### src/rtl/rob_commit_if.sv
// rtl/rob_commit_if.sv - rename, CDB and commit signal bundle for the reorder buffer
interface rob_commit_if #(
   parameter int DATA_WIDTH     = 16,
   parameter int TAG_WIDTH      = 4,
   parameter int REG_ADDR_WIDTH = 5
);
   // rename side
   logic                      hlt;
   logic [1:0]                alloc_valid;
   logic [REG_ADDR_WIDTH-1:0] alloc_dest1;
   logic [REG_ADDR_WIDTH-1:0] alloc_dest2;
   logic                      alloc_ready;
   logic [TAG_WIDTH-1:0]      alloc_tag1;
   logic [TAG_WIDTH-1:0]      alloc_tag2;

   // completion side
   logic [1:0]                cdb_valid;
   logic [TAG_WIDTH-1:0]      cdb_tag1;
   logic [TAG_WIDTH-1:0]      cdb_tag2;
   logic [DATA_WIDTH-1:0]     cdb_data1;
   logic [DATA_WIDTH-1:0]     cdb_data2;

   // register file write side
   logic [1:0]                regWrite;
   logic [REG_ADDR_WIDTH-1:0] writeAddr1;
   logic [REG_ADDR_WIDTH-1:0] writeAddr2;
   logic [DATA_WIDTH-1:0]     writeData1;
   logic [DATA_WIDTH-1:0]     writeData2;
   logic [TAG_WIDTH:0]        count;

   // rename/CDB/regfile environment
   modport master (
      output hlt, alloc_valid, alloc_dest1, alloc_dest2,
      output cdb_valid, cdb_tag1, cdb_tag2, cdb_data1, cdb_data2,
      input  alloc_ready, alloc_tag1, alloc_tag2,
      input  regWrite, writeAddr1, writeAddr2, writeData1, writeData2, count
   );

   // the reorder buffer itself
   modport slave (
      input  hlt, alloc_valid, alloc_dest1, alloc_dest2,
      input  cdb_valid, cdb_tag1, cdb_tag2, cdb_data1, cdb_data2,
      output alloc_ready, alloc_tag1, alloc_tag2,
      output regWrite, writeAddr1, writeAddr2, writeData1, writeData2, count
   );
endinterface

### src/rtl/rob_commit.sv
// rtl/rob_commit.sv - 16-entry dual-issue reorder buffer with in-order dual commit
module rob_commit #(
   parameter int DATA_WIDTH     = 16,
   parameter int TAG_WIDTH      = 4,
   parameter int REG_ADDR_WIDTH = 5
) (
   input  logic          clk,
   input  logic          rst,
   rob_commit_if.slave   bus
);
   localparam int DEPTH = 1 << TAG_WIDTH;
   localparam int CW    = TAG_WIDTH + 1;

   typedef logic [TAG_WIDTH-1:0]      tag_t;
   typedef logic [REG_ADDR_WIDTH-1:0] reg_t;
   typedef logic [DATA_WIDTH-1:0]     data_t;

   // entry storage
   logic [DEPTH-1:0] valid_q, valid_d;
   logic [DEPTH-1:0] done_q, done_d;
   reg_t             dest_q [DEPTH];
   reg_t             dest_d [DEPTH];
   data_t            data_q [DEPTH];
   data_t            data_d [DEPTH];

   // pointers and occupancy
   tag_t             head_q, head_d;
   tag_t             tail_q, tail_d;
   logic [CW-1:0]    count_q, count_d;

   // registered commit port
   logic [1:0]       regwrite_q, regwrite_d;
   reg_t             waddr1_q, waddr1_d;
   reg_t             waddr2_q, waddr2_d;
   data_t            wdata1_q, wdata1_d;
   data_t            wdata2_q, wdata2_d;

   // combinational control
   logic             alloc_ready;
   logic             acc0, acc1;
   tag_t             lane1_tag;
   tag_t             head1;
   logic             c0, c1;
   logic             waw;

   // allocation acceptance uses the pre-edge count; same-cycle commits are not credited
   always_comb begin
      alloc_ready = (count_q <= CW'(DEPTH - 2));
      acc0        = bus.alloc_valid[0] & alloc_ready & ~bus.hlt;
      acc1        = bus.alloc_valid[1] & alloc_ready & ~bus.hlt;
      lane1_tag   = bus.alloc_valid[0] ? tail_q + tag_t'(1) : tail_q;
   end

   // commit decision is taken purely from registered entry state
   always_comb begin
      head1 = head_q + tag_t'(1);
      c0    = valid_q[head_q] & done_q[head_q];
      c1    = c0 & valid_q[head1] & done_q[head1];
      waw   = c1 & (dest_q[head_q] == dest_q[head1]);
   end

   // next entry state: retire, then completion, then allocation
   always_comb begin
      valid_d = valid_q;
      done_d  = done_q;
      dest_d  = dest_q;
      data_d  = data_q;

      if (c0) valid_d[head_q] = 1'b0;
      if (c1) valid_d[head1]  = 1'b0;

      // lane1 is applied last so it wins when both lanes hit one tag
      if (bus.cdb_valid[0] && valid_q[bus.cdb_tag1]) begin
         done_d[bus.cdb_tag1] = 1'b1;
         data_d[bus.cdb_tag1] = bus.cdb_data1;
      end
      if (bus.cdb_valid[1] && valid_q[bus.cdb_tag2]) begin
         done_d[bus.cdb_tag2] = 1'b1;
         data_d[bus.cdb_tag2] = bus.cdb_data2;
      end

      // allocation only ever targets free slots, so it cannot collide with retirement
      if (acc0) begin
         valid_d[tail_q] = 1'b1;
         done_d[tail_q]  = 1'b0;
         dest_d[tail_q]  = bus.alloc_dest1;
      end
      if (acc1) begin
         valid_d[lane1_tag] = 1'b1;
         done_d[lane1_tag]  = 1'b0;
         dest_d[lane1_tag]  = bus.alloc_dest2;
      end
   end

   // pointer and occupancy bookkeeping
   always_comb begin
      head_d  = head_q + tag_t'(c0) + tag_t'(c1);
      tail_d  = tail_q + tag_t'(acc0) + tag_t'(acc1);
      count_d = count_q + CW'(acc0) + CW'(acc1) - CW'(c0) - CW'(c1);
   end

   // commit port next values; a same-destination pair collapses to one write of the younger result
   always_comb begin
      regwrite_d = waw ? 2'b10 : {c1, c0};
      waddr1_d   = waddr1_q;
      waddr2_d   = waddr2_q;
      wdata1_d   = wdata1_q;
      wdata2_d   = wdata2_q;
      if (waw) begin
         waddr1_d = dest_q[head1];
         wdata1_d = data_q[head1];
         waddr2_d = dest_q[head1];
         wdata2_d = data_q[head1];
      end else begin
         if (c0) begin
            waddr1_d = dest_q[head_q];
            wdata1_d = data_q[head_q];
         end
         if (c1) begin
            waddr2_d = dest_q[head1];
            wdata2_d = data_q[head1];
         end
      end
   end

   // entry array registers
   always_ff @(posedge clk or posedge rst) begin
      if (rst) begin
         valid_q <= '0;
         done_q  <= '0;
         for (int i = 0; i < DEPTH; i++) begin
            dest_q[i] <= '0;
            data_q[i] <= '0;
         end
      end else begin
         valid_q <= valid_d;
         done_q  <= done_d;
         for (int i = 0; i < DEPTH; i++) begin
            dest_q[i] <= dest_d[i];
            data_q[i] <= data_d[i];
         end
      end
   end

   // pointer, count and commit port registers
   always_ff @(posedge clk or posedge rst) begin
      if (rst) begin
         head_q     <= '0;
         tail_q     <= '0;
         count_q    <= '0;
         regwrite_q <= 2'b00;
         waddr1_q   <= '0;
         waddr2_q   <= '0;
         wdata1_q   <= '0;
         wdata2_q   <= '0;
      end else begin
         head_q     <= head_d;
         tail_q     <= tail_d;
         count_q    <= count_d;
         regwrite_q <= regwrite_d;
         waddr1_q   <= waddr1_d;
         waddr2_q   <= waddr2_d;
         wdata1_q   <= wdata1_d;
         wdata2_q   <= wdata2_d;
      end
   end

   assign bus.alloc_ready = alloc_ready;
   assign bus.alloc_tag1  = tail_q;
   assign bus.alloc_tag2  = lane1_tag;
   assign bus.regWrite    = regwrite_q;
   assign bus.writeAddr1  = waddr1_q;
   assign bus.writeAddr2  = waddr2_q;
   assign bus.writeData1  = wdata1_q;
   assign bus.writeData2  = wdata2_q;
   assign bus.count       = count_q;
endmodule

### src/flat_wrapper.sv
// flat-port wrapper written by rule: the top's interface ports become plain ports
module rob_commit_flat 
#(
   parameter int DATA_WIDTH     = 16,
   parameter int TAG_WIDTH      = 4,
   parameter int REG_ADDR_WIDTH = 5
)
  (clk, rst, bus_hlt, bus_alloc_valid, bus_alloc_dest1, bus_alloc_dest2, bus_cdb_valid, bus_cdb_tag1, bus_cdb_tag2, bus_cdb_data1, bus_cdb_data2, bus_alloc_ready, bus_alloc_tag1, bus_alloc_tag2, bus_regWrite, bus_writeAddr1, bus_writeAddr2, bus_writeData1, bus_writeData2, bus_count);
  rob_commit_if #(.DATA_WIDTH(DATA_WIDTH), .TAG_WIDTH(TAG_WIDTH), .REG_ADDR_WIDTH(REG_ADDR_WIDTH)) bus_i ();
  input  logic clk;
  input  logic rst;
  input wire logic [$bits(bus_i.hlt)-1:0] bus_hlt;
  input wire logic [$bits(bus_i.alloc_valid)-1:0] bus_alloc_valid;
  input wire logic [$bits(bus_i.alloc_dest1)-1:0] bus_alloc_dest1;
  input wire logic [$bits(bus_i.alloc_dest2)-1:0] bus_alloc_dest2;
  input wire logic [$bits(bus_i.cdb_valid)-1:0] bus_cdb_valid;
  input wire logic [$bits(bus_i.cdb_tag1)-1:0] bus_cdb_tag1;
  input wire logic [$bits(bus_i.cdb_tag2)-1:0] bus_cdb_tag2;
  input wire logic [$bits(bus_i.cdb_data1)-1:0] bus_cdb_data1;
  input wire logic [$bits(bus_i.cdb_data2)-1:0] bus_cdb_data2;
  output wire logic [$bits(bus_i.alloc_ready)-1:0] bus_alloc_ready;
  output wire logic [$bits(bus_i.alloc_tag1)-1:0] bus_alloc_tag1;
  output wire logic [$bits(bus_i.alloc_tag2)-1:0] bus_alloc_tag2;
  output wire logic [$bits(bus_i.regWrite)-1:0] bus_regWrite;
  output wire logic [$bits(bus_i.writeAddr1)-1:0] bus_writeAddr1;
  output wire logic [$bits(bus_i.writeAddr2)-1:0] bus_writeAddr2;
  output wire logic [$bits(bus_i.writeData1)-1:0] bus_writeData1;
  output wire logic [$bits(bus_i.writeData2)-1:0] bus_writeData2;
  output wire logic [$bits(bus_i.count)-1:0] bus_count;
  assign bus_i.hlt = bus_hlt;
  assign bus_i.alloc_valid = bus_alloc_valid;
  assign bus_i.alloc_dest1 = bus_alloc_dest1;
  assign bus_i.alloc_dest2 = bus_alloc_dest2;
  assign bus_i.cdb_valid = bus_cdb_valid;
  assign bus_i.cdb_tag1 = bus_cdb_tag1;
  assign bus_i.cdb_tag2 = bus_cdb_tag2;
  assign bus_i.cdb_data1 = bus_cdb_data1;
  assign bus_i.cdb_data2 = bus_cdb_data2;
  assign bus_alloc_ready = bus_i.alloc_ready;
  assign bus_alloc_tag1 = bus_i.alloc_tag1;
  assign bus_alloc_tag2 = bus_i.alloc_tag2;
  assign bus_regWrite = bus_i.regWrite;
  assign bus_writeAddr1 = bus_i.writeAddr1;
  assign bus_writeAddr2 = bus_i.writeAddr2;
  assign bus_writeData1 = bus_i.writeData1;
  assign bus_writeData2 = bus_i.writeData2;
  assign bus_count = bus_i.count;
  rob_commit #(.DATA_WIDTH(DATA_WIDTH), .TAG_WIDTH(TAG_WIDTH), .REG_ADDR_WIDTH(REG_ADDR_WIDTH)) u_core (.clk(clk), .rst(rst), .bus(bus_i));
endmodule
### config.mk
export PLATFORM = sky130hd
export DESIGN_NAME = rob_commit_flat
export DESIGN_NICKNAME = d
export VERILOG_FILES = /design/src/rtl/rob_commit_if.sv /design/src/rtl/rob_commit.sv /design/src/flat_wrapper.sv
export SDC_FILE = /design/constraint.sdc
export NUM_CORES = 1
export LEC_CHECK = 0
export BUFFER_PORTS_ARGS = -buffer_cell sky130_fd_sc_hd__buf_2
export CORE_ASPECT_RATIO = 0.9
export CORE_MARGIN = 2
export CORE_UTILIZATION = 55
export CTS_BUF_LIST = sky130_fd_sc_hd__clkbuf_8
export DETAILED_ROUTE_END_ITERATION = 7
export GPL_ROUTABILITY_DRIVEN = 0
export HOLD_SLACK_MARGIN = 0.06
export PLACE_DENSITY = 0.72
export SETUP_SLACK_MARGIN = 0.1
export SYNTH_ARGS = -nofsm -noshare
export SYNTH_HDL_FRONTEND = slang
export SYNTH_SLANG_ARGS = --single-unit
### constraint.sdc
create_clock -name clk -period 26.7 [get_ports clk]
set_input_delay 1.335 -clock clk [delete_from_list [all_inputs] [get_ports clk]]
set_output_delay 1.335 -clock clk [all_outputs]
set_load 0.01 [all_outputs]
==> summary.txt <==
Hold path
  • Start point of the worst min-delay path: u_core.bus.writeAddr1[2]
  • Hold Crit Class: reg2reg

Floorplanning
  • Starting density of the core: 55.4%
  • Die Height: 209 um
  • Width of the die: 232 um
  • Die ar.: 0.0483 sq mm
  • Boundary Pins: 115
  • Core area: 0.0463 sq mm
  • Cell Rows: 75

Setup path
  • Setup CP Type: reg2reg
  • Critical Path Source: u_core.head_q[1]
  • CP max-delay cell: nor3_2
  • Startpoint types: register
  • CP Data Required Time: 27290 ps
  • Buf/Inv on CP: 2
  • Critical Path AT: 5450 ps
  • Worst Path Max Fanout: 48
  • Largest stage delay, worst path: 1180 ps
  • Crit path cell chain: inv_2, mux4_2, o22ai_1, or2_2, inv_2, nor3_2, a31oi_1, a21oi_1
  • Worst r2r src: u_core.head_q[1]
  • Crit path max-delay family: simple AND/OR/NAND/NOR gates
  • Crit. End Element: register
  • Cell mode on critical path: inv_2

Synth
  • Post-synth top flop: dfrtp_1
  • Synth warnings: 0
  • Synthesized area: 0.0256 sq mm
  • Mapped Nets: 2612
  • Syn avg cell area: 10.1 sq um
  • Post-Synthesis Cells: 2534
  • Synthesized flop and latch total: 425
  • Top cells by area, synth: dfrtp_1, mux4_2, mux2i_1
  • Synth area leader: dfrtp_1
  • Post-synth cell types: 49
  • Post-synth EDFFs: 0
  • Share of Yosys cell area claimed by the top area cell type: 41.5%
  • Synth async-reset ratio: 100%
  • Sequential fraction of the synthesis area: 41.5%

Cells and area
  • Final instance area: 0.0279 sq mm
  • Layout Utilization: 60.3%
  • Most frequent cells in the layout: dfrtp_1, nor2_1, nand2_1
  • Layout Nets: 2596
  • Area growth, synth to finish: 8.82%
  • Commonest non-fill, non-tap cell in the layout: dfrtp_1
  • Share of layout cells above drive strength 1: 20.8%
  • Fin cells: 3194

Global routing
  • Gr usage total: 35.4%
  • Gr ovfl total: 0
  • Initial antenna violation count: 9
  • Number of global-route vias before repair: 21300
  • First-pass GRT wire length: 129000 um
  • Largest net degree at the start of global routing: 179

Route
  • Met1 WL: 31800 um
  • DRC: 0
  • Routed len/inst: 26.3 um
  • Total length of routed wires: 84100 um
  • Vias: 21500
  • Antenna Nets Post-Route: 0
  • Routed vias/inst: 6.74
  • Metal3 WL: 11300 um
  • Max Used Layer: met5
  • Met2 WL: 37100 um
  • Detailed router's first-iteration violation count: 3043
  • 1st-pass router iterations: 6

Pwr
  • Combinational Power Share: 50.1%
  • Sequential power share: 33.4%
  • LEAKAGE: 12.7 nW
  • Total power: 3.74 mW
  • Peak VDD IR: 0.000128 V
  • Clock power share: 16.5%
  • Sw Ratio: 41.6%
  • NetSw: 1.55 mW
  • Pwr/cell area: 134 mW/mm^2
  • Pint: 2.18 mW

STA
  • Rel. slew slack: 7.56%
  • Hold_ws: 467 ps
  • Peak Freq: 0.206 GHz
  • Worst Max-Slew Pin Slew: 1380 ps
  • Crit share post-route: 18.2%
  • Setup Skew: 41.0 ps
  • RSZ-0062 raised after global routing: no
  • Setup_tns: 0 ps
  • Min setup slack post-route: 21830 ps
  • Final Max Slew Viols: 0
  • Final setup fails: 0
  • Endpoints failing hold: 0
  • Tmin final: 4870 ps

Clock tree
  • # resized after CTS: 0
  • Clock Sinks: 425
  • Clk slew on worst S/H paths: 70 ps
  • Root buffer cell: clkbuf_8
  • Clk buf depth: 3
  • Post CTS Setup Buffer Count: 0
  • TritonCTS clock tree: yes
  • H-tree Lvls: 3
  • Hold_buf cts: 0
  • Inserted Clock Buffers: 74
  • Skew-Pair Late Insertion Delay: 690 ps

Run status
  • Status: finished, final reports clean

Place
  • Placed wire-length estimate: 52500 um
  • DP Cell Count: 3058
  • DP Worst Slack: 21930 ps
  • Area post-placement: 0.0264 sq mm
  • IO buf count: 114

Flow run
  • Max Cap Viol: 0
synthesized netlist by cell type, types with 8 or more instances:
cell type / instances
clkbuf_1: 166
nor2_1: 326
xor2_1: 9
and3_1: 8
a21oi_1: 315
a22oi_1: 10
nand3_1: 23
mux2_2: 21
nand2b_1: 16
mux2i_1: 203
dfrtp_1: 425
buf_1: 29
and2_1: 18
a31o_2: 9
inv_1: 40
o21ai_0: 194
o21ai_1: 10
a31oi_1: 24
nor3_1: 19
ha_1: 17
mux4_2: 219
nand2_1: 319
nor2b_1: 9
buf_2: 42
state kept, by name (all words and copies together), names as in the netlist:
signal                 count
u_core.data_q            256
u_core.done_q             16
u_core.dest_q             80
u_core.bus.alloc_tag1      4
u_core.bus.count           5
u_core.valid_q            16
u_core.bus.writeData1     16
u_core.bus.writeAddr1      5
u_core.head_q              4
u_core.bus.regWrite        2
u_core.bus.writeData2     16
u_core.bus.writeAddr2      5
worst register-to-register path, delay by kind of cell (launching register included):
family / cells / cell delay, ps
and+or+nand+nor: 2 / 1730
muxes: 1 / 540
DFF: 1 / 1090
AOI/OAI and AO/OA: 3 / 680
buffers and inverters: 2 / 700
layout make-up:
| type | count | area, sq um |
|---|---|---|
| Tap cell | 616 | 771 |
| Timing Repair Buffer | 155 | 903 |
| Multi-Input combinational cell | 1819 | 13900 |
| Fill cell | 3766 | 18400 |
| Sequential cell | 425 | 10600 |
| Clock buffer | 89 | 1220 |
| Clock inverter | 43 | 265 |
| Inverter | 43 | 169 |
| Antenna cell | 4 | 10.0 |
logic make-up after synthesis:
| kind of cell | count (synthesis) | synth area share (%) |
|---|---|---|
| AO/OA/AOI/OAI | 577 | 11.8 |
| multiplexers | 443 | 28.1 |
| flip-flops | 425 | 41.5 |
| buffers and inverters | 290 | 4.61 |
| AND/OR/NAND/NOR | 761 | 12.2 |
| XOR/XNOR | 17 | 0.640 |
| adder cells (fa/ha/maj) | 21 | 1.14 |
power groups by stage:
stage,Sequential [mW],Combinational (mW),Clock (mW)
6_report,1.25,1.87,0.616
5_1_grt,1.28,2.00,0.648
4_1_cts,1.23,1.83,0.619
3_5_place_dp,1.24,1.83,0
3_3_place_gp,1.21,1.78,0
2_1_floorplan,1.12,1.41,0
final timing paths:
| check | end | slack (ps) | cells past startpoint |
|---|---|---|---|
| max | u_core.bus.writeData1[6] | 21830 | 8 |
| min | u_core.bus.writeAddr1[2] | 470 | 2 |
| max reg2reg | u_core.bus.writeData1[6] | 21830 | 8 |
| min reg2reg | u_core.bus.writeAddr1[2] | 470 | 2 |
| max in group asynchronous | u_core.data_q[183] | 23510 | 4 |
| min in group asynchronous | u_core.dest_q[45] | 810 | 2 |
metal layers:
| metal | vias to the layer above | track usage (%) |
|---|---|---|
| li1 | 9027 | - |
| met1 | 10600 | 47.8 |
| met2 | 1525 | 51.3 |
| met3 | 349 | 12.8 |
| met4 | 10 | 16.5 |
| met5 | - | 0 |
(Power assumes the default switching activity.)
